$ cat src/rtl/vga_spi_pkg.sv
// Pixel packing and SPI command bytes shared by the frame master and the
// display-side receiver.
package vga_spi_pkg;

    localparam int PX_R_W = 2;
    localparam int PX_G_W = 2;
    localparam int PX_B_W = 2;
    localparam int PX_W   = PX_R_W + PX_G_W + PX_B_W;

    localparam logic [7:0] CMD_ALIGN = 8'h80;
    localparam logic [7:0] CMD_SWAP  = 8'h81;

    typedef enum logic [1:0] {
        BYTE_ALIGN,
        BYTE_PIXEL,
        BYTE_SWAP
    } byte_sel_t;

    // Pixels travel as {2'b00, R, G, B} so they can never alias a command byte.
    function automatic logic [7:0] pack_pixel(input logic [PX_W-1:0] px);
        return {{(8 - PX_W){1'b0}}, px};
    endfunction

endpackage

$ cat src/rtl/spi_byte_tx.sv
// SPI mode-0 byte shifter: clock divider plus 8-bit MSB-first shift register.
// start loads data_in; done pulses for one cycle after bit 0's high phase.
module spi_byte_tx #(
    parameter int CLK_DIV = 2
) (
    input  logic       clk,
    input  logic       rst,
    input  logic       start,
    input  logic       clear,
    input  logic [7:0] data_in,
    output logic       sclk,
    output logic       mosi,
    output logic       done
);

    localparam int DIV_W = (CLK_DIV > 1) ? $clog2(CLK_DIV) : 1;
    localparam logic [DIV_W-1:0] DIV_LAST = DIV_W'(CLK_DIV - 1);

    logic             active;
    logic [DIV_W-1:0] div_cnt;
    logic [2:0]       bit_cnt;
    logic [7:0]       shreg;

    // mosi is the shift register MSB, so it only moves on the edges where
    // the register loads or shifts, both of which leave sclk low.
    assign mosi = shreg[7];

    // NOTE: sequential state uses non-blocking assignments so every register
    // samples pre-edge values; reset is asynchronous and clears the datapath too.
    always_ff @(posedge clk or posedge rst) begin
        if (rst) begin
            active  <= 1'b0;
            sclk    <= 1'b0;
            done    <= 1'b0;
            div_cnt <= '0;
            bit_cnt <= '0;
            shreg   <= '0;
        end else begin
            done <= 1'b0;
            if (clear) begin
                active  <= 1'b0;
                sclk    <= 1'b0;
                div_cnt <= '0;
                bit_cnt <= '0;
                shreg   <= '0;
            end else if (start && !active) begin
                active  <= 1'b1;
                sclk    <= 1'b0;
                div_cnt <= '0;
                bit_cnt <= 3'd7;
                shreg   <= data_in;
            end else if (active) begin
                if (div_cnt == DIV_LAST) begin
                    div_cnt <= '0;
                    if (!sclk) begin
                        sclk <= 1'b1;
                    end else begin
                        sclk <= 1'b0;
                        if (bit_cnt == 3'd0) begin
                            active <= 1'b0;
                            done   <= 1'b1;
                            shreg  <= '0;
                        end else begin
                            bit_cnt <= bit_cnt - 3'd1;
                            shreg   <= {shreg[6:0], 1'b0};
                        end
                    end
                end else begin
                    div_cnt <= div_cnt + 1'b1;
                end
            end
        end
    end

endmodule

$ cat src/rtl/spi_frame_master.sv
// Streams one video frame over SPI: CMD_ALIGN, RES_X*RES_Y pixel bytes,
// CMD_SWAP, with chip-select framing, inter-byte gaps and abort.
module spi_frame_master
    import vga_spi_pkg::*;
#(
    parameter int RES_X      = 320,
    parameter int RES_Y      = 240,
    parameter int CLK_DIV    = 2,
    parameter int GAP_CYCLES = 4
) (
    input  logic                              clk,
    input  logic                              rst,
    input  logic                              start_frame,
    input  logic                              abort,
    input  logic                              px_valid,
    input  logic [PX_W-1:0]                   px_data,
    output logic                              px_ready,
    output logic                              sclk,
    output logic                              cs_n,
    output logic                              mosi,
    output logic                              busy,
    output logic                              frame_done,
    // One extra code so the count can actually reach RES_X*RES_Y.
    output logic [$clog2(RES_X*RES_Y+1)-1:0]  pix_count
);

    localparam int NUM_PIX = RES_X * RES_Y;
    localparam int PIX_W   = $clog2(NUM_PIX + 1);
    localparam int CNT_MAX = (CLK_DIV > GAP_CYCLES) ? CLK_DIV : GAP_CYCLES;
    localparam int CNT_W   = $clog2(CNT_MAX + 1);

    localparam logic [CNT_W-1:0] SETUP_LAST = CNT_W'(CLK_DIV - 1);
    localparam logic [CNT_W-1:0] GAP_LAST   = CNT_W'(GAP_CYCLES - 1);
    localparam logic [CNT_W-1:0] HOLD_LAST  = CNT_W'(CLK_DIV);
    localparam logic [PIX_W-1:0] PIX_FULL   = PIX_W'(NUM_PIX);

    localparam logic [2:0] IDLE     = 3'd0;
    localparam logic [2:0] CS_SETUP = 3'd1;
    localparam logic [2:0] LOAD     = 3'd2;
    localparam logic [2:0] SHIFT    = 3'd3;
    localparam logic [2:0] GAP      = 3'd4;
    localparam logic [2:0] CS_HOLD  = 3'd5;

    logic [2:0]       state;
    byte_sel_t        byte_sel;
    logic [CNT_W-1:0] cnt;
    logic             pixel_load;
    logic             tx_start;
    logic             tx_done;
    logic [7:0]       tx_data;

    // NOTE: every always_comb output gets a default first so no path leaves
    // it unassigned and no latch is inferred.
    always_comb begin
        pixel_load = (state == LOAD) && (byte_sel == BYTE_PIXEL);
        px_ready   = pixel_load && !abort;
        tx_start   = (state == LOAD) && !abort && (!pixel_load || px_valid);
        tx_data    = CMD_SWAP;
        case (byte_sel)
            BYTE_ALIGN: tx_data = CMD_ALIGN;
            BYTE_PIXEL: tx_data = pack_pixel(px_data);
            default:    tx_data = CMD_SWAP;
        endcase
    end

    spi_byte_tx #(
        .CLK_DIV (CLK_DIV)
    ) u_byte_tx (
        .clk     (clk),
        .rst     (rst),
        .start   (tx_start),
        .clear   (abort),
        .data_in (tx_data),
        .sclk    (sclk),
        .mosi    (mosi),
        .done    (tx_done)
    );

    always_ff @(posedge clk or posedge rst) begin
        if (rst) begin
            state      <= IDLE;
            byte_sel   <= BYTE_ALIGN;
            cnt        <= '0;
            cs_n       <= 1'b1;
            busy       <= 1'b0;
            frame_done <= 1'b0;
            pix_count  <= '0;
        end else begin
            frame_done <= 1'b0;
            if (abort && state != IDLE) begin
                state <= IDLE;
                cs_n  <= 1'b1;
                busy  <= 1'b0;
                cnt   <= '0;
            end else begin
                case (state)
                    IDLE: begin
                        if (start_frame && !abort) begin
                            state     <= CS_SETUP;
                            cs_n      <= 1'b0;
                            busy      <= 1'b1;
                            pix_count <= '0;
                            byte_sel  <= BYTE_ALIGN;
                            cnt       <= '0;
                        end
                    end
                    CS_SETUP: begin
                        if (cnt == SETUP_LAST) begin
                            state <= LOAD;
                            cnt   <= '0;
                        end else begin
                            cnt <= cnt + 1'b1;
                        end
                    end
                    LOAD: begin
                        if (tx_start) begin
                            state <= SHIFT;
                            if (pixel_load && pix_count != PIX_FULL)
                                pix_count <= pix_count + 1'b1;
                        end
                    end
                    SHIFT: begin
                        if (tx_done) begin
                            cnt <= '0;
                            if (byte_sel == BYTE_SWAP) begin
                                state <= CS_HOLD;
                            end else begin
                                state <= GAP;
                                // pix_count already includes the byte just sent.
                                if (byte_sel == BYTE_ALIGN || pix_count != PIX_FULL)
                                    byte_sel <= BYTE_PIXEL;
                                else
                                    byte_sel <= BYTE_SWAP;
                            end
                        end
                    end
                    GAP: begin
                        if (cnt == GAP_LAST) begin
                            state <= LOAD;
                            cnt   <= '0;
                        end else begin
                            cnt <= cnt + 1'b1;
                        end
                    end
                    CS_HOLD: begin
                        // CLK_DIV cycles with cs_n low, then one frame_done cycle
                        // that still counts as busy so a same-cycle start is ignored.
                        if (cnt == HOLD_LAST) begin
                            state <= IDLE;
                            busy  <= 1'b0;
                            cnt   <= '0;
                        end else begin
                            if (cnt == SETUP_LAST) begin
                                cs_n       <= 1'b1;
                                frame_done <= 1'b1;
                            end
                            cnt <= cnt + 1'b1;
                        end
                    end
                    default: state <= IDLE;
                endcase
            end
        end
    end

endmodule

$ cat config.mk
export PLATFORM = sky130hd
export DESIGN_NAME = spi_frame_master
export DESIGN_NICKNAME = d
export VERILOG_FILES = /design/src/rtl/vga_spi_pkg.sv /design/src/rtl/spi_byte_tx.sv /design/src/rtl/spi_frame_master.sv
export SDC_FILE = /design/constraint.sdc
export NUM_CORES = 1
export LEC_CHECK = 0
export ABC_AREA = 1
export CORE_UTILIZATION = 43
export CTS_CLUSTER_DIAMETER = 150
export DETAILED_ROUTE_END_ITERATION = 7
export RECOVER_POWER = 25
export SLEW_MARGIN = 5
export SYNTH_ARGS = -nofsm -noshare
export SYNTH_HDL_FRONTEND = slang
export SYNTH_SLANG_ARGS = --single-unit
$ cat constraint.sdc
create_clock -name clk -period 1.9 [get_ports clk]
set_clock_uncertainty 0.05 [all_clocks]
set_input_delay 0.38 -clock clk [delete_from_list [all_inputs] [get_ports clk]]
set_output_delay 0.38 -clock clk [all_outputs]
set_load 0.02 [all_outputs]
Word level (Yosys, flattened, before mapping)

Cells that the tools add are included.

$add $sub $neg: 4
Equality and inequality tests: 25
Muxes and demuxes: 72
Bitwise gates (word level): 1
Reduce and logical (&&, ||, !) cells: 33

Operator list:

| cell                                           | number |
|---|---|
| 2-to-1 mux 3 bit                               | 19 |
| 2-to-1 mux 17 bit                              | 3 |
| 2-to-1 mux 8 bit                               | 6 |
| case mux 17 bit (2 select lines)               | 1 |
| 2-to-1 mux 1 bit                               | 33 |
| != test 3 bit (second input constant)          | 6 |
| case mux 3 bit (6 select lines)                | 1 |
| adder 17 x 1 -> 17 bit (second input constant) | 1 |
| != test 17 bit (second input constant)         | 1 |
| case mux 8 bit (2 select lines)                | 1 |
| case mux 3 bit (5 select lines)                | 1 |
| nonzero test 3 bit                             | 5 |
| == test 3 x 2 -> 1 bit (second input constant) | 4 |
| AND reduction 5 bit                            | 2 |
| AND reduction 3 bit                            | 3 |
| logical AND 1 bit                              | 8 |
| 2-to-1 mux 2 bit                               | 4 |
| AND reduction 4 bit                            | 2 |
| == test 3 x 1 -> 1 bit (second input constant) | 2 |
| == test 3 bit (second input constant)          | 2 |
| zero test 3 bit                                | 2 |
| != test 2 x 1 -> 1 bit (second input constant) | 3 |
| != test 3 x 2 -> 1 bit (second input constant) | 2 |
| AND reduction 6 bit                            | 1 |
| other kinds (16)                               | 22 |

Flip-flop bits (word level): 43
Output and inout bits: 23
Logic and storage cells: 148

Longest topological paths before layout

Gate-level depths: netlist of run 1.

Depth in word-level cells: 8
Depth in mapped cells: 13
Gate-level depth less buffers: 12

By module

From an unflattened synthesis of run 1, not the netlist that was laid out.

Cells, all modules: 440
Area total of the unflattened synthesis: 2935.3 µm²

By module, submodules not included:

| module           | times used | cells each | area each (µm²) |
|---|---|---|---|
| spi_frame_master | 1          | 337        | 2125.8 |
| spi_byte_tx      | 1          | 103        | 809.5 |

Worst setup path after synthesis of run 1

Ideal clock, no wire load.

Path kind: register -> register
From: register pix_count[0]
To: register pix_count[8]
Arrival time: 1568 ps
Data required time: 1733 ps
Setup slack: 165 ps
Stages on the path, launching flop included: 14
Path buffers: 1
Cells stage by stage: dfrtp_1 -> inv_1 -> ha_1 -> inv_1 -> nor2_1 -> nand2_1 -> nor2_1 -> nand2_1 -> nand2_1 -> nand2_4 -> nand2_4 -> buf_6 -> nand2_1 -> nand2_1

Word-level cells in the longest chain between the ends: 4
Elaborated cells between the ends (all ways): 8
Classes of those cells: add/sub (1); eq/ne (2); mux (3); reduce/logical (2)

RTL lines:

| what                                                                    | line                                             | RTL |
|---|---|---|
| start, declared                                                         | spi_frame_master.sv:24                           | `output logic [$clog2(RES_X*RES_Y+1)-1:0] pix_count` |
| start signal, assigned                                                  | spi_frame_master.sv:119                          | `pix_count <= pix_count + 1'b1;` |
| adder 17 x 1 -> 17 bit or != test 17 bit (tied branches)                | spi_frame_master.sv:119, spi_frame_master.sv:118 |  |
| 2-to-1 mux 17 bit or logical AND 1 bit (tied branches)                  | spi_frame_master.sv:118                          | `if (pixel_load && pix_count != PIX_FULL)` |
| 2-to-1 mux 17 bit or != test 2 x 1 -> 1 bit (tied branches)             | -                                                |  |
| case mux 17 bit (2 select lines) or AND reduction 5 bit (tied branches) | -                                                |  |

Parallel ways exist; a longest one is shown, timed or not. The select of a mux whose other input is x is not followed.
A chain may end at the register's enable or synchronous reset.

Worst setup path after layout of run 1

From: register pix_count[5]
To: output port pix_count[5]

No word-level cell between the ends.

==> results.json, run 1 <==
{
  "status": "finished clean",
  "max_slew_margin_pct": 58.7,
  "slowest_delay_ns": 0.65,
  "gp_congestion": 0.824,
  "ys_seq_area_share_pct": 37.9,
  "initial_core_util_pct": 44.7,
  "netlist-cell-type-count": 33,
  "place_hpwl_mm": 4.86,
  "r2r_end": "u_byte_tx.shreg[5]",
  "synth_nets": 446,
  "clk_latency_ns": 0.30,
  "async_flop_share_pct": 100,
  "vias": 2730,
  "final_layout_size_suffix_gt1_share_pct": 9.96,
  "dieHeight_um": 83.3,
  "timing.fmax_mhz": 539,
  "synth_cells": 426,
  "syn_area_um2": 2840,
  "routed_wl_mm": 6.63,
  "cts_root_buf": "clkbuf_8",
  "synth_common_cells": "141 x nand2_1, 79 x nor2_1, 51 x inv_1",
  "end_kind": "output pin",
  "synth_edf_count": 0,
  "grt_setup_unrepaired": "no",
  "diodes": 0,
  "rows": 29,
  "yosys-top-cells-area": "dfrtp_1 37%, nand2_1 19%, nor2_1 10%",
  "io_pins": 34,
  "worst-path-buf-inv": 1,
  "clkSinkCount": 43,
  "postLayoutCoreUtil_pct": 55.5,
  "crit_arrival_ns": 1.43,
  "ys_ff_latch": 43,
  "fp.dieArea_um2": 6940,
  "die_x_um": 83.3,
  "cts.clk_slew.worst_paths_ns": 0.09,
  "cts.path.max_buffers": 2,
  "cpMaxStageDelayCell": "clkdlybuf4s50_1",
  "critPathLaunchType": "register",
  "setup_tns_ns": 0,
  "drcViolationCount": 0,
  "netlist.area_leader.share_pct": 37.0,
  "cts_htree_levels": 2,
  "r2r_slack_ns": 0.20,
  "grt_max_degree": 26,
  "cp.required_ns": 1.47,
  "cts_hold_buf": 0,
  "holdCritPathClass": "in2async",
  "maxSlewViolCount": 0,
  "wl_per_cell_um": 11.9,
  "syn_area_per_cell_um2": 6.67,
  "power_density_nw_per_um2": 1010,
  "ir_drop_uv": 548,
  "num-nets-final": 501,
  "area_growth_pct": 24.0,
  "path_class": "reg2out",
  "crit_chain": "clkdlybuf4s50_1",
  "drtIter0Drc": 96,
  "cts_tree": "built",
  "synth.most_common_cell": "nand2_1",
  "grt_overflow": 0,
  "maxCapViolCount": 0,
  "grt_pass1_wl_mm": 11.3,
  "core_area_um2": 6350,
  "drt_pass1_iterations": 4,
  "cp_max_fo": 7,
  "ant_nets": 0,
  "synth_ff_type": "dfrtp_1",
  "worstReg2RegStart": "byte_sel[1]",
  "antenna_found_initial": 0,
  "rr_worst_depth": 8,
  "setup_violations": 0,
  "grt_usage_pct": 19.8,
  "tightest_slew_ns": 0.619,
  "grt_pass1_vias": 2573,
  "final.period_utilization_pct": 97.7,
  "numCtsBuffers": 5,
  "period_needed_ns": 1.86,
  "synth_top_cell_by_area": "dfrtp_1",
  "yosys_warnings": 0,
  "portBuffers": 33,
  "p_leak_nw": 1.68,
  "vias_per_cell": 4.88,
  "hold_violations": 0,
  "critPathTopFamily": "buffers and inverters"
}
flip-flops by register name (all words and copies together) (netlist names), 2 cells and up:
signal and cells:
u_byte_tx.shreg 8, pix_count 17, u_byte_tx.bit_cnt 3, state 3, byte_sel 2, cnt 3
what timing repair did:
| action | 4_1_cts | 5_1_grt |
|---|---|---|
| pin swaps | 0 | 1 |
| resized for setup | 1 | 12 |
| cloned | 0 | 1 |
| setup buffers | 0 | 1 |
| endpoints found under the hold margin | 0 | 0 |
| endpoints found under the setup margin | 1 | 24 |
placed cells by master, fill, tap and decap left out, drive strengths merged:
cell type and n:
nand4 4, nor2 82, o211ai 5, o21bai 3
buf 18, clkdlybuf4s15 1, ha 9, nand3 27
clkinvlp 1, and2 1, a31oi 3, nand3b 2
inv 55, nor3 2, xnor2 1, or2 1
nor4 1, nand2 147, clkinv 2, o22ai 3
dlymetal6s2s 2, o21ai 17, dfstp 1, clkbuf 7
clkdlybuf4s50 29, dfrtp 42, xor2 3, dlygate4sd3 1
a21oi 10, nor3b 2
worst register-to-register path, delay by kind of cell (launching register included):
kind	cells	cell delay [ns]
compound gates	1	0.05
buf+inv	1	0.09
simple gates	6	0.99
flops	1	0.41
cell families (layout without fill, tap and decap cells):
family	count (synthesis)	count (layout)	synth area share, %
AOI/OAI and AO/OA	41	41	8.32
and+or+nand+nor	268	269	39.8
DFF	43	43	37.9
xor gates and xnor gates	4	4	1.23
buffers and inverters	61	116	8.81
adders and majority gates	9	9	3.96
layer usage:
layer  vias up  wire length [µm]  track usage (%)
met2        40              3190             35.2
met3        13               182             3.88
li1       1443                 -                -
met4         0               170             7.05
met1      1234              3090             23.7
met5         -                 0                0
worst max path at each step:
stage                 startpoint             to  slack, ns  cells past startpoint
global placement           abort       px_ready      -0.20                      5
finish              pix_count[5]   pix_count[5]       0.04                      1
CTS                 pix_count[0]  pix_count[13]       0.01                     11
global route        pix_count[5]   pix_count[5]      0.003                      1
floorplan           pix_count[0]   pix_count[8]       0.17                     13
detailed placement         abort       px_ready      -0.23                      5
final cells by class:
cell class / count / area (µm²)
flip-flops and latches: 43 / 1080
clock inverters: 2 / 12.5
clock buffers: 6 / 72.6
well taps: 77 / 96.3
repair buffers: 52 / 488
inverters: 56 / 213
fillers: 614 / 2830
multi-input cells: 323 / 1560
power breakdown:
part	total, mW	internal, mW	switching (mW)	leakage (nW)
Sequential	1.15	1.05	0.101	0.578
Combinational	1.81	0.684	1.12	1.06
Clock	0.591	0.258	0.333	0.0412
per-stage QoR:
stage | setup slack, ns | power [mW] | area (µm²) | std cells | hold WS, ns
after floorplan | 0.165 | 2.26 | 2840 | 426 | 0.393
after global placement | -0.205 | 2.83 | 3390 | 549 | 0.443
after detailed placement | -0.227 | 2.85 | 3390 | 549 | 0.453
after CTS | 0.0141 | 3.46 | 3470 | 557 | 0.283
after global routing | 0.00307 | 3.82 | 3520 | 559 | 0.437
final | 0.0435 | 3.55 | 3520 | 559 | 0.401
No activity file was read; power rests on OpenSTA's default activity.
==> inputs of run 2 (changes only) <==
--- a/config.mk
+++ b/config.mk
@@ -9,6 +9,7 @@
 export CORE_UTILIZATION = 43
 export CTS_CLUSTER_DIAMETER = 150
 export DETAILED_ROUTE_END_ITERATION = 7
+export PLACE_DENSITY = 0.7
 export RECOVER_POWER = 25
 export SLEW_MARGIN = 5
 export SYNTH_ARGS = -nofsm -noshare
==> results.json, run 2 (synthesis gave the netlist of run 1 again) <==
{
  "dp_slack_ns": -0.233,
  "path_class": "reg2out",
  "largest_register_ffs": 17,
  "p_leak_nw": 1.68,
  "max_slew_margin_pct": 28.5,
  "tightest_slew_ns": 1.07,
  "wl_per_cell_um": 11.8,
  "numCtsBuffers": 5,
  "routed_wl_mm": 6.51,
  "grt_pass1_wl_mm": 11.6,
  "crit_chain": "clkdlybuf4s50_1",
  "ant_nets": 0,
  "cts_htree_levels": 2,
  "num-nets-final": 496,
  "vias": 2745,
  "final_layout_size_suffix_gt1_share_pct": 9.22,
  "diodes": 0,
  "slowest_delay_ns": 0.59,
  "portBuffers": 33,
  "hold_violations": 0,
  "cp_max_fo": 2,
  "dieHeight_um": 83.3,
  "cp.required_ns": 1.47,
  "cts_root_buf": "clkbuf_8",
  "drcViolationCount": 0,
  "critPathLaunchType": "register",
  "grt_overflow": 0,
  "maxSlewViolCount": 0,
  "regMostFlops": "pix_count",
  "crit_arrival_ns": 1.43,
  "cpMaxStageDelayCell": "clkdlybuf4s50_1",
  "io_pins": 34,
  "worst-path-buf-inv": 1,
  "die_x_um": 83.3,
  "final.period_utilization_pct": 98.0,
  "cts.path.max_buffers": 2,
  "r2r_slack_ns": 0.20,
  "grt_setup_unrepaired": "no",
  "critPathTopFamily": "buffers and inverters",
  "status": "finished clean",
  "final_cell_mix": "139 x nand2_1, 78 x nor2_1, 50 x inv_1, 40 x dfrtp_1, 30 x clkdlybuf4s50_1",
  "core_area_um2": 6350,
  "largest_registers": "pix_count: 17 flops, u_byte_tx.shreg: 8 flops",
  "post_cts_resized": 1,
  "setup_violations": 0,
  "power_mw": 3.71,
  "layout_setup_ws_ns": 0.0375,
  "gp_congestion": 0.883,
  "fp.dieArea_um2": 6940,
  "rows": 29,
  "place_inst": 546,
  "cts_hold_buf": 0,
  "holdCritPathClass": "reg2reg",
  "setup_tns_ns": 0,
  "period_needed_ns": 1.86,
  "clk_latency_ns": 0.31,
  "area_growth_pct": 23.6,
  "antenna_found_initial": 0,
  "maxCapViolCount": 0,
  "timing.fmax_mhz": 537,
  "end_kind": "output pin",
  "vias_per_cell": 4.95,
  "drt_pass1_iterations": 4,
  "cts.clk_slew.worst_paths_ns": 0.08,
  "ir_drop_uv": 652,
  "drtIter0Drc": 109,
  "cts_tree": "built",
  "final_common_cell": "nand2_1",
  "clkSinkCount": 43,
  "power_density_nw_per_um2": 1050,
  "post-cts-setup-buffers": 0,
  "nFillCells": 619,
  "final_cells": 554,
  "grt_pass1_vias": 2666,
  "initial_core_util_pct": 44.7,
  "grt_usage_pct": 20.1,
  "grt_max_degree": 44,
  "place_hpwl_mm": 4.61
}
[run 2: per-layer routing]
| metal | vias to the layer above | GRT usage, % | routed length, µm |
|---|---|---|---|
| met3 | 9 | 3.18 | 185 |
| met2 | 45 | 36.0 | 3190 |
| li1 | 1425 | - | - |
| met5 | - | 0 | 0 |
| met4 | 0 | 5.49 | 82 |
| met1 | 1266 | 25.0 | 3060 |
[run 2: where the power goes]
part           internal, mW  total, mW  switching [mW]  leakage, nW
logic                 0.615       1.67            1.06         1.04
clock network         0.526      0.872           0.346       0.0654
registers              1.05       1.16           0.112        0.578
[run 2: worst paths after layout]
check	startpoint	to	cells after the start
min reg2reg	cs_n	cs_n	2
max	cs_n	cs_n	1
max reg2reg	pix_count[0]	pix_count[8]	12
min	cs_n	cs_n	2
max in group asynchronous	rst	pix_count[12]	3
min in group asynchronous	rst	pix_count[2]	3
[run 2: cell type report]
cell class,instances,area (µm²),share of cell area [%]
clock buffer,6,72.6,2.07
clock inverter,2,60.1,1.71
inverter,56,213,6.06
multi-input combinational,322,1540,43.8
sequential,43,1080,30.7
tap,77,96.3,2.74
timing repair buffer,48,453,12.9
[run 2: through the flow]
stage / cell area, µm² / utilization [%] / hold WS, ns
after floorplan: 2840 / - / 0.393
after global placement: 3370 / 53.0 / 0.445
after detailed placement: 3370 / 53.0 / 0.443
after CTS: 3500 / 55.1 / 0.370
after global routing: 3510 / 55.3 / 0.506
final: 3510 / 55.3 / 0.455
[run 2: tightest hold or removal path: cells and delay by family, from the launching register on]
kind | cells | cell delay [ns]
AND/OR/NAND/NOR | 2 | 0.13
flip-flops | 1 | 0.38
==> inputs of run 3 (changes only) <==
--- a/config.mk
+++ b/config.mk
@@ -6,10 +6,14 @@
 export NUM_CORES = 1
 export LEC_CHECK = 0
 export ABC_AREA = 1
-export CORE_UTILIZATION = 43
+export CELL_PAD_IN_SITES_DETAIL_PLACEMENT = 1
+export CELL_PAD_IN_SITES_GLOBAL_PLACEMENT = 1
+export CORE_UTILIZATION = 40
+export CTS_BUF_LIST = sky130_fd_sc_hd__clkbuf_16
 export CTS_CLUSTER_DIAMETER = 150
+export CTS_CLUSTER_SIZE = 30
 export DETAILED_ROUTE_END_ITERATION = 7
-export PLACE_DENSITY = 0.7
+export PLACE_DENSITY = 0.86
 export RECOVER_POWER = 25
 export SLEW_MARGIN = 5
 export SYNTH_ARGS = -nofsm -noshare
==> results.json, run 3 (synthesis gave the netlist of run 1 again) <==
{
  "power_mw": 3.86,
  "cts_root_buf": "clkbuf_16",
  "final_cell_mix": "139 x nand2_1, 78 x nor2_1, 51 x inv_1, 42 x dfrtp_1, 31 x clkdlybuf4s50_1",
  "ir_drop_uv": 572,
  "end_kind": "output pin",
  "die_x_um": 86.3,
  "cts.clk_slew.worst_paths_ns": 0.07,
  "fp.dieArea_um2": 7450,
  "maxSlewViolCount": 0,
  "cts.path.max_buffers": 2,
  "final.period_utilization_pct": 98.0,
  "wl_per_cell_um": 13.4,
  "grt_max_degree": 44,
  "max_slew_margin_pct": 24.6,
  "diodes": 0,
  "vias_per_cell": 4.94,
  "ant_nets": 0,
  "critPathTopFamily": "buffers and inverters",
  "routed_wl_mm": 7.75,
  "crit_chain": "clkdlybuf4s50_1",
  "grt_usage_pct": 22.0,
  "worstReg2RegStart": "state[2]",
  "critPathLaunchType": "register",
  "p_leak_nw": 1.69,
  "num-nets-final": 500,
  "critPathLaunch": "pix_count[3]",
  "tightest_slew_ns": 1.13,
  "clk_latency_ns": 0.29,
  "grt_pass1_vias": 2925,
  "core_area_um2": 6830,
  "largest_register_ffs": 17,
  "drcViolationCount": 0,
  "hp-start": "cs_n",
  "maxCapViolCount": 0,
  "hold_violations": 0,
  "vias": 2848,
  "timing.fmax_mhz": 537,
  "crit_arrival_ns": 1.43,
  "numCtsBuffers": 5,
  "cpMaxStageDelayCell": "clkdlybuf4s50_1",
  "period_needed_ns": 1.86,
  "portBuffers": 33,
  "cts_tree": "built",
  "worst-path-buf-inv": 1,
  "status": "finished clean",
  "regMostFlops": "pix_count",
  "grt_pass1_wl_mm": 13.1,
  "place_hpwl_mm": 5.62,
  "io_pins": 34,
  "final_layout_size_suffix_gt1_share_pct": 9.36,
  "antenna_found_initial": 0,
  "initial_core_util_pct": 41.6,
  "grt_overflow": 0,
  "setup_violations": 0,
  "area_growth_pct": 26.3,
  "holdCritPathClass": "reg2reg",
  "drtIter0Drc": 56,
  "gp_congestion": 0.773,
  "clkSinkCount": 43,
  "final_common_cell": "nand2_1",
  "cp_max_fo": 7,
  "cp.required_ns": 1.47,
  "slowest_delay_ns": 0.65,
  "drt_pass1_iterations": 4,
  "largest_registers": "pix_count: 17 flops, u_byte_tx.shreg: 8 flops",
  "dieHeight_um": 86.3,
  "path_class": "reg2out",
  "cts_htree_levels": 2,
  "postLayoutCoreUtil_pct": 52.5,
  "rows": 30,
  "power_density_nw_per_um2": 1080
}
[run 3: power breakdown]
part           switching [mW]  internal, mW
sequential              0.101          1.05
clock                   0.384         0.481
combinational            1.18         0.666
total                    1.66          2.20
[run 3: path summary, 6_finish.rpt]
path,end,slack [ns],cells after the start
setup / recovery,pix_count[3],0.04,1
hold / removal,cs_n,0.45,2
setup reg to reg,pix_count[6],0.09,10
hold reg to reg,cs_n,0.45,2
max in group asynchronous,frame_done,0.39,3
min in group asynchronous,pix_count[3],0.70,3
[run 3: layout make-up]
| cell class | instances | area [µm²] |
|---|---|---|
| well taps | 96 | 120 |
| fillers | 917 | 3240 |
| multi-input cells | 323 | 1560 |
| clock buffers | 5 | 125 |
| inverters | 56 | 213 |
| clock inverters | 3 | 16.3 |
| repair buffers | 51 | 478 |
| flip-flops and latches | 43 | 1080 |
[run 3: per-layer routing]
metal	vias up	part of all wire, %	track usage (%)
li1	1429	-	-
met3	12	2.5	3.52
met2	44	51	39.5
met5	-	0	0
met1	1363	45	27.1
met4	0	1.4	6.67
[run 3: repair_timing]
| action | 4_1_cts | 5_1_grt |
|---|---|---|
| pin swaps | 0 | 2 |
| endpoints found under the setup margin | 1 | 19 |
| gates resized for setup | 1 | 8 |
| setup buffers | 0 | 1 |
| gates cloned | 0 | 1 |
| hold buffers | 0 | 0 |
[run 3: metrics by stage]
stage	TNS [ns]	worst slack, ns	instance area, µm²	instances	hold WS [ns]
floorplan	0	0.165	2840	426	0.393
global placement	-1.45	-0.207	3410	567	0.442
detailed placement	-2.89	-0.214	3410	567	0.454
CTS	0	0.00480	3550	575	0.391
global route	-0.101	-0.0255	3590	577	0.499
finish	0	0.0373	3590	577	0.452
[run 3: worst register-to-register path, stage by stage, from the launching register on]
cell     delay, ns
dfrtp_1       0.46
nor2_4        0.12
buf_4         0.13
nand2_4       0.10
nor2_2        0.24
nor2_4        0.08
nand2_2       0.10
inv_4         0.08
buf_4         0.17
nand3_1       0.10
nand2_1       0.07
